--- config.mk ---
export PLATFORM = sky130hd
export DESIGN_NAME = wb_wwdg_flat
export DESIGN_NICKNAME = d
export VERILOG_FILES = /design/src/rtl/wb_wwdg_if.sv /design/src/rtl/wb_wwdg.sv /design/src/flat_wrapper.sv
export SDC_FILE = /design/constraint.sdc
export NUM_CORES = 1
export LEC_CHECK = 0
export CORE_MARGIN = 5
export CORE_UTILIZATION = 50
export CTS_CLUSTER_DIAMETER = 200
export DETAILED_ROUTE_END_ITERATION = 8
export HOLD_SLACK_MARGIN = 0.05
export PLACE_DENSITY = 0.85
export SLEW_MARGIN = 20
export SYNTH_ARGS = -nofsm -noshare
export SYNTH_HDL_FRONTEND = slang
export SYNTH_SLANG_ARGS = --single-unit
--- constraint.sdc ---
create_clock -name clk_m2s -period 5.5 [get_ports clk_m2s]
set_input_delay 0.55 -clock clk_m2s [delete_from_list [all_inputs] [get_ports clk_m2s]]
set_output_delay 0.55 -clock clk_m2s [all_outputs]
set_load 0.02 [all_outputs]
--- src/rtl/wb_wwdg_if.sv ---
// wb_wwdg_if: Wishbone bus bundle between a system master and the window watchdog
interface wb_wwdg_if #(
  parameter int DAT_SIZE = 16
) ();
  logic [DAT_SIZE-1:0] dat_m2s;
  logic [31:0]         adr_m2s;
  logic                cyc_m2s;
  logic                we_m2s;
  logic                stb_m2s;
  logic [DAT_SIZE-1:0] dat_s2m;
  logic                ack_s2m;
  modport master (
    output dat_m2s, adr_m2s, cyc_m2s, we_m2s, stb_m2s,
    input  dat_s2m, ack_s2m
  );
  modport slave (
    input  dat_m2s, adr_m2s, cyc_m2s, we_m2s, stb_m2s,
    output dat_s2m, ack_s2m
  );
endinterface

--- src/rtl/wb_wwdg.sv ---
// wb_wwdg: window watchdog with early-warning interrupt on a Wishbone slave port
// Optional debug freeze (dbg_halt input) is enabled by defining WWDG_DBG_FREEZE_EN.
module wb_wwdg #(
  parameter int          CNT_SIZE     = 7,
  parameter int          PR_SIZE      = 2,
  parameter int          PRE_DIV      = 4,
  parameter int          DAT_SIZE     = 16,
  parameter int          RST_CYCLES   = 4,
  parameter logic [31:0] BASE_ADR     = 32'h0100_0000,
  parameter logic [31:0] WWDG_CR_ADR  = BASE_ADR + 32'd0,
  parameter logic [31:0] WWDG_CFR_ADR = BASE_ADR + 32'd4,
  parameter logic [31:0] WWDG_SR_ADR  = BASE_ADR + 32'd8
) (
  input  logic          clk_m2s,
  input  logic          rst_m2s,
  wb_wwdg_if.slave      bus,
`ifdef WWDG_DBG_FREEZE_EN
  input  logic          dbg_halt,
`endif
  output logic          rst_wdg,
  output logic          ewi_irq
);
  localparam int PW = $clog2(PRE_DIV) + 2**PR_SIZE - 1;
  localparam int FW = $clog2(RST_CYCLES + 1);
  localparam logic [CNT_SIZE-1:0] EW_VAL = {1'b1, {(CNT_SIZE-1){1'b0}}};
  typedef enum logic [1:0] {IDLE, RUN, FIRE} state_t;
  state_t              state_q;
  logic [FW-1:0]       fire_cnt_q;
  logic                rst_wdg_q;
  logic [CNT_SIZE-1:0] t_q, t_d, w_q, w_d;
  logic [PR_SIZE-1:0]  wdgtb_q, wdgtb_d, tb_act_q, tb_act_d;
  logic [PW-1:0]       pre_q, pre_d, div_m1;
  logic                wdga_q, wdga_d, ewi_q, ewi_d, ewif_q, ewif_d, early_q, early_d;
  logic                ack_q, ack_d;
  logic [DAT_SIZE-1:0] dat_q, dat_d, rdata;
  logic                halt, req, wr, hit_cr, hit_cfr, hit_sr, run_en, tick, early, fire_done;
  logic                unused;
`ifdef WWDG_DBG_FREEZE_EN
  assign halt = dbg_halt;
`else
  assign halt = 1'b0;
`endif
  assign unused = ^bus.dat_m2s;
  assign req = bus.cyc_m2s & bus.stb_m2s & ~ack_q;
  assign wr = req & bus.we_m2s & (state_q != FIRE);
  assign hit_cr = bus.adr_m2s == WWDG_CR_ADR;
  assign hit_cfr = bus.adr_m2s == WWDG_CFR_ADR;
  assign hit_sr = bus.adr_m2s == WWDG_SR_ADR;
  assign div_m1 = (PW'(PRE_DIV) << tb_act_q) - PW'(1);
  assign run_en = wdga_q & ~halt & (state_q != FIRE);
  assign tick = run_en & (pre_q == div_m1);
  assign early = wr & hit_cr & wdga_q & (t_q > w_q);
  assign fire_done = (state_q == FIRE) & (fire_cnt_q == FW'(RST_CYCLES - 1));
  assign rst_wdg = rst_wdg_q;
  assign ewi_irq = ewif_q & ewi_q;
  assign bus.ack_s2m = ack_q;
  assign bus.dat_s2m = dat_q;
  // next-state for registers, prescaler, counter and bus response; a CR write overrides a same-clock tick
  always_comb begin
    rdata = hit_cr ? DAT_SIZE'({wdga_q, t_q}) :
            hit_cfr ? DAT_SIZE'({ewi_q, wdgtb_q, w_q}) :
            hit_sr ? DAT_SIZE'(ewif_q) : '0;
    ack_d = req;
    dat_d = (req & ~bus.we_m2s) ? rdata : '0;
    pre_d = run_en ? (tick ? '0 : pre_q + PW'(1)) : pre_q;
    t_d = tick ? t_q - CNT_SIZE'(1) : t_q;
    wdga_d = wdga_q;
    w_d = w_q;
    wdgtb_d = wdgtb_q;
    ewi_d = ewi_q;
    if (wr & hit_cr & ~early) begin
      t_d = bus.dat_m2s[CNT_SIZE-1:0];
      wdga_d = wdga_q | bus.dat_m2s[CNT_SIZE];
    end
    if (wr & hit_cfr) {ewi_d, wdgtb_d, w_d} = bus.dat_m2s[CNT_SIZE+PR_SIZE:0];
    tb_act_d = (~wdga_q | tick) ? wdgtb_d : tb_act_q;
    early_d = early_q | early;
    ewif_d = ((t_d == EW_VAL) & (t_q != EW_VAL)) | (ewif_q & ~(wr & hit_sr & ~bus.dat_m2s[0]));
    if (fire_done) begin
      pre_d = '0;
      t_d = '1;
      wdga_d = 1'b0;
      w_d = '1;
      wdgtb_d = '0;
      tb_act_d = '0;
      ewi_d = 1'b0;
      ewif_d = 1'b0;
      early_d = 1'b0;
    end
  end
  // register state
  always_ff @(posedge clk_m2s) begin
    if (rst_m2s) begin
      pre_q <= '0;
      t_q <= '1;
      wdga_q <= 1'b0;
      w_q <= '1;
      wdgtb_q <= '0;
      tb_act_q <= '0;
      ewi_q <= 1'b0;
      ewif_q <= 1'b0;
      early_q <= 1'b0;
      ack_q <= 1'b0;
      dat_q <= '0;
    end else begin
      pre_q <= pre_d;
      t_q <= t_d;
      wdga_q <= wdga_d;
      w_q <= w_d;
      wdgtb_q <= wdgtb_d;
      tb_act_q <= tb_act_d;
      ewi_q <= ewi_d;
      ewif_q <= ewif_d;
      early_q <= early_d;
      ack_q <= ack_d;
      dat_q <= dat_d;
    end
  end
  // reset sequencer: arm on enable, fire on expiry or early refresh, hold rst_wdg for RST_CYCLES
  always_ff @(posedge clk_m2s) begin
    if (rst_m2s) begin
      state_q <= IDLE;
      fire_cnt_q <= '0;
      rst_wdg_q <= 1'b0;
    end else begin
      case (state_q)
        IDLE: if (wdga_q) state_q <= RUN;
        RUN: if ((~t_q[CNT_SIZE-1] & ~halt) | early_q) begin
          state_q <= FIRE;
          fire_cnt_q <= '0;
          rst_wdg_q <= 1'b1;
        end
        FIRE: if (fire_done) begin
          state_q <= IDLE;
          rst_wdg_q <= 1'b0;
        end else fire_cnt_q <= fire_cnt_q + FW'(1);
        default: state_q <= IDLE;
      endcase
    end
  end
endmodule
--- src/flat_wrapper.sv ---
// flat-port wrapper written by rule: the top's interface ports become plain ports
module wb_wwdg_flat 
#(
  parameter int          CNT_SIZE     = 7,
  parameter int          PR_SIZE      = 2,
  parameter int          PRE_DIV      = 4,
  parameter int          DAT_SIZE     = 16,
  parameter int          RST_CYCLES   = 4,
  parameter logic [31:0] BASE_ADR     = 32'h0100_0000,
  parameter logic [31:0] WWDG_CR_ADR  = BASE_ADR + 32'd0,
  parameter logic [31:0] WWDG_CFR_ADR = BASE_ADR + 32'd4,
  parameter logic [31:0] WWDG_SR_ADR  = BASE_ADR + 32'd8
)
  (clk_m2s, rst_m2s, rst_wdg, ewi_irq, bus_dat_m2s, bus_adr_m2s, bus_cyc_m2s, bus_we_m2s, bus_stb_m2s, bus_dat_s2m, bus_ack_s2m);
  wb_wwdg_if #(.DAT_SIZE(DAT_SIZE)) bus_i ();
  input  logic clk_m2s;
  input  logic rst_m2s;
  output logic rst_wdg;
  output logic ewi_irq;
  input wire logic [$bits(bus_i.dat_m2s)-1:0] bus_dat_m2s;
  input wire logic [$bits(bus_i.adr_m2s)-1:0] bus_adr_m2s;
  input wire logic [$bits(bus_i.cyc_m2s)-1:0] bus_cyc_m2s;
  input wire logic [$bits(bus_i.we_m2s)-1:0] bus_we_m2s;
  input wire logic [$bits(bus_i.stb_m2s)-1:0] bus_stb_m2s;
  output wire logic [$bits(bus_i.dat_s2m)-1:0] bus_dat_s2m;
  output wire logic [$bits(bus_i.ack_s2m)-1:0] bus_ack_s2m;
  assign bus_i.dat_m2s = bus_dat_m2s;
  assign bus_i.adr_m2s = bus_adr_m2s;
  assign bus_i.cyc_m2s = bus_cyc_m2s;
  assign bus_i.we_m2s = bus_we_m2s;
  assign bus_i.stb_m2s = bus_stb_m2s;
  assign bus_dat_s2m = bus_i.dat_s2m;
  assign bus_ack_s2m = bus_i.ack_s2m;
  wb_wwdg #(.CNT_SIZE(CNT_SIZE), .PR_SIZE(PR_SIZE), .PRE_DIV(PRE_DIV), .DAT_SIZE(DAT_SIZE), .RST_CYCLES(RST_CYCLES), .BASE_ADR(BASE_ADR), .WWDG_CR_ADR(WWDG_CR_ADR), .WWDG_CFR_ADR(WWDG_CFR_ADR), .WWDG_SR_ADR(WWDG_SR_ADR)) u_core (.clk_m2s(clk_m2s), .rst_m2s(rst_m2s), .bus(bus_i), .rst_wdg(rst_wdg), .ewi_irq(ewi_irq));
endmodule
==> load_flow_metrics.sql <==
INSERT INTO impl_metrics (metric_group, metric, value, unit) VALUES
('synth', 'postSynth.asyncResetShare', '0', ''),
('clocking', 'hold_buffers', '0', ''),
('layout', 'post_layout_nonfiller_instances', '378', ''),
('sta', 'tightest_slew', '0.809', 'ns'),
('die', 'die_h', '78.1', 'um'),
('synth', 'synth-adder-area-share', '0.0648', ''),
('die', 'initial_utilization', '0.525', ''),
('clocking', 'cts.path.max_buffers', '2', ''),
('sta', 'final_max_slew_violation_count', '0', ''),
('synth', 'postSynth.topFlopCell', 'sky130_fd_sc_hd__dfxtp_1', ''),
('clocking', 'total_number_of_h_tree_levels', '2', ''),
('power_and_ir_drop', 'powerDensity', '193', 'mW/mm^2'),
('die', 'dieArea', '0.00609', 'sq mm'),
('clocking', 'worstSkewPairLatency', '0.30', 'ns'),
('synth', 'yosys.area_share.simple', '0.263', ''),
('clocking', 'clock-sinks', '44', ''),
('layout', 'mostFrequentLayoutCells', 'sky130_fd_sc_hd__clkdlybuf4s50_1, sky130_fd_sc_hd__dfxtp_1, sky130_fd_sc_hd__nand2_1, sky130_fd_sc_hd__nor2_1, sky130_fd_sc_hd__mux2i_1', ''),
('synth', 'synth-seq-cells', '44', ''),
('worst_setup_path', 'worstPathArrival', '3.06', 'ns'),
('power_and_ir_drop', 'power.ir.vdd_worst', '0.000119', 'V'),
('global_routing', 'grt.met1_usage', '0.223', ''),
('job', 'cap_viol_max_count', '0', ''),
('worst_hold_path', 'min_to', 'u_core.bus.dat_s2m[8]', ''),
('clocking', 'cts_root_buffer', 'sky130_fd_sc_hd__clkbuf_8', ''),
('synth', 'ys_seq_area_frac', '0.380', ''),
('global_routing', 'antenna_violations_before_repair', '0', ''),
('global_routing', 'top_usage_layer', 'met2', ''),
('power_and_ir_drop', 'power.switching', '131', 'uW'),
('routing', 'drc_errors', '0', ''),
('power_and_ir_drop', 'clock_power_share', '0.368', ''),
('routing', 'detail_route.iter0.violations', '109', ''),
('sta', 'rsz0062_at_grt', 'false', ''),
('power_and_ir_drop', 'pwr-share-seq', '0.546', ''),
('global_routing', 'grt_max_degree', '19', ''),
('worst_setup_path', 'timing.critical_path.required', '5.74', 'ns'),
('worst_setup_path', 'timing.critical_path.cells', 'clkdlybuf4s50_1 > nor4b_1 > nand4_1 > nor3_1 > nand4b_1 > mux2i_1 > nand4_1 > o21ai_2', ''),
('synth', 'edff_count_synth', '0', ''),
('placement', 'placed_cells', '370', ''),
('routing', 'vias', '2114', ''),
('sta', 'finalWorstSetupSlack', '2.68', 'ns'),
('worst_setup_path', 'slowest_delay', '0.57', 'ns'),
('synth', 'syn_area_cell', '8.67', 'sq um'),
('clocking', 'cts_tree', 'done', ''),
('clocking', 'post-cts-setup-buffer-count', '0', ''),
('die', 'io-pin-count', '72', ''),
('sta', 'report.final.hold_viol_count', '0', ''),
('power_and_ir_drop', 'combPwrFrac', '0.085', ''),
('global_routing', 'vias_in_the_first_global_route', '2102', ''),
('routing', 'wl_per_cell', '14.5', 'um'),
('power_and_ir_drop', 'intPower', '452', 'uW'),
('worst_setup_path', 'worstReg2RegEnd', 'u_core.ewif_q', ''),
('sta', 'final_setup_fails', '0', ''),
('sta', 'tns', '0', 'ns'),
('layout', 'antenna-diode-count', '0', ''),
('global_routing', 'use_met2', '0.308', ''),
('die', 'design.core.area', '0.00441', 'sq mm'),
('synth', 'summed_instance_area_of_the_synthesized_netlist', '0.00232', 'sq mm'),
('sta', 'final_period_minus_worst_setup_slack', '2.82', 'ns'),
('clocking', 'cts.clk_slew.worst_paths', '0.09', 'ns'),
('worst_setup_path', 'path_max_fanout', '14', ''),
('global_routing', 'grt_first_pass_wirelength', '9.25', 'mm'),
('worst_setup_path', 'critical-path-slowest-cell', 'sky130_fd_sc_hd__nand4b_1', ''),
('sta', 'finalClockSkew', '0.00596', 'ns'),
('die', 'die_width', '78.1', 'um'),
('status', 'outcome', 'complete, no violations', ''),
('worst_hold_path', 'min-delay-path-class', 'register to register', ''),
('sta', 'period_share', '0.512', ''),
('layout', 'layout_net_count', '390', ''),
('sta', 'relSlewSlack', '0.457', ''),
('synth', 'synth.area.mux_share', '0.0605', ''),
('layout', 'layout_commonest_cell', 'sky130_fd_sc_hd__clkdlybuf4s50_1', '');
-- power groups by stage --
stage                     registers (mW)  logic (mW)  clock network, mW
after floorplan                    0.327      0.0142                  0
after global placement             0.326      0.0489                  0
after detailed placement           0.326      0.0498                  0
after CTS                          0.319      0.0500              0.218
after global routing               0.319      0.0527              0.237
final                              0.319      0.0497              0.215
-- metrics by stage --
stage / power, mW / instance area [sq um] / util / hold slack, ns
2_1_floorplan: 0.341 / 2330 / - / 0.428
3_3_place_gp: 0.375 / 2920 / 0.661 / 0.435
3_5_place_dp: 0.376 / 2920 / 0.661 / 0.450
4_1_cts: 0.586 / 3020 / 0.683 / 0.468
5_1_grt: 0.609 / 3020 / 0.683 / 0.481
6_report: 0.583 / 3020 / 0.683 / 0.465
-- registers in the layout, summed over array words and instances, names as in the netlist, 2 cells and up --
signal and cells:
u_core.bus.dat_s2m 10, u_core.t_q 7, u_core.w_q 7, u_core.pre_q 5, u_core.fire_cnt_q 3, u_core.state_q 2, u_core.tb_act_q 2, u_core.wdgtb_q 2
-- how the worst max path moves through the flow --
stage / end / cells past startpoint / from / slack, ns
after global placement: u_core.ewif_q / 8 / bus_adr_m2s[21] / 2.44
final: u_core.ewif_q / 8 / bus_adr_m2s[21] / 2.68
after detailed placement: u_core.ewif_q / 8 / bus_adr_m2s[21] / 2.39
after CTS: u_core.ewif_q / 8 / bus_adr_m2s[21] / 2.69
after floorplan: u_core.tb_act_q[0] / 6 / bus_adr_m2s[21] / 3.42
after global routing: u_core.ewif_q / 8 / bus_adr_m2s[21] / 2.52
-- logic make-up (layout without fill, tap and decap cells) --
| group | after synthesis | count (layout) |
|---|---|---|
| muxes | 14 | 14 |
| other | 1 | 6 |
| adders and majority gates | 12 | 12 |
| buffers and inverters | 26 | 80 |
| and+or+nand+nor | 115 | 115 |
| xor gates and xnor gates | 7 | 7 |
| DFF | 44 | 44 |
| AOI/OAI and AO/OA | 48 | 48 |
-- layer usage --
layer	part of all wire	vias to the layer above
met2	0.47	88
met5	0	-
li1	-	1067
met4	0.020	0
met1	0.41	950
met3	0.092	9
-- final cells by class --
cell class,count,area [sq um],share of cell area
well taps,52,65.1,0.0216
repair buffers,60,598,0.198
multi-input cells,202,1330,0.441
clock inverters,2,15.0,0.00498
clock buffers,6,82.6,0.0274
flip-flops and latches,44,881,0.292
inverters,12,45.0,0.0149
-- synthesized netlist by cell type (2+ instances only) --
library cell / n / area, sq um
sky130_fd_sc_hd__a211oi_1: 3 / 22.5
sky130_fd_sc_hd__a21o_1: 3 / 22.5
sky130_fd_sc_hd__a21oi_1: 9 / 45.0
sky130_fd_sc_hd__a22o_1: 7 / 61.3
sky130_fd_sc_hd__a31oi_1: 2 / 12.5
sky130_fd_sc_hd__and2_1: 4 / 25.0
sky130_fd_sc_hd__and3_1: 2 / 12.5
sky130_fd_sc_hd__buf_2: 4 / 20.0
sky130_fd_sc_hd__buf_4: 6 / 45.0
sky130_fd_sc_hd__clkbuf_1: 4 / 15.0
sky130_fd_sc_hd__dfxtp_1: 44 / 881
sky130_fd_sc_hd__ha_1: 12 / 150
sky130_fd_sc_hd__inv_1: 12 / 45.0
sky130_fd_sc_hd__mux2i_1: 14 / 140
sky130_fd_sc_hd__nand2_1: 29 / 109
sky130_fd_sc_hd__nand2b_1: 2 / 12.5
sky130_fd_sc_hd__nand3_1: 11 / 55.1
sky130_fd_sc_hd__nand3b_1: 4 / 30.0
sky130_fd_sc_hd__nand4_1: 4 / 25.0
sky130_fd_sc_hd__nand4b_1: 2 / 17.5
sky130_fd_sc_hd__nor2_1: 25 / 93.8
sky130_fd_sc_hd__nor2b_1: 3 / 18.8
sky130_fd_sc_hd__nor3_1: 8 / 40.0
sky130_fd_sc_hd__nor4_1: 9 / 56.3
sky130_fd_sc_hd__o2111ai_1: 2 / 17.5
sky130_fd_sc_hd__o21ai_0: 8 / 40.0
sky130_fd_sc_hd__o21ai_1: 3 / 15.0
sky130_fd_sc_hd__o21bai_1: 2 / 15.0
sky130_fd_sc_hd__or3b_1: 2 / 17.5
sky130_fd_sc_hd__xnor2_1: 3 / 26.3
sky130_fd_sc_hd__xor2_1: 4 / 35.0
-- critical path: cells and delay by family --
family | cells | cell delay [ns]
simple gates | 5 | 1.54
mux | 1 | 0.42
buf+inv | 1 | 0.40
compound gates | 1 | 0.15
Note: power is estimated with default switching activity, not from simulation.
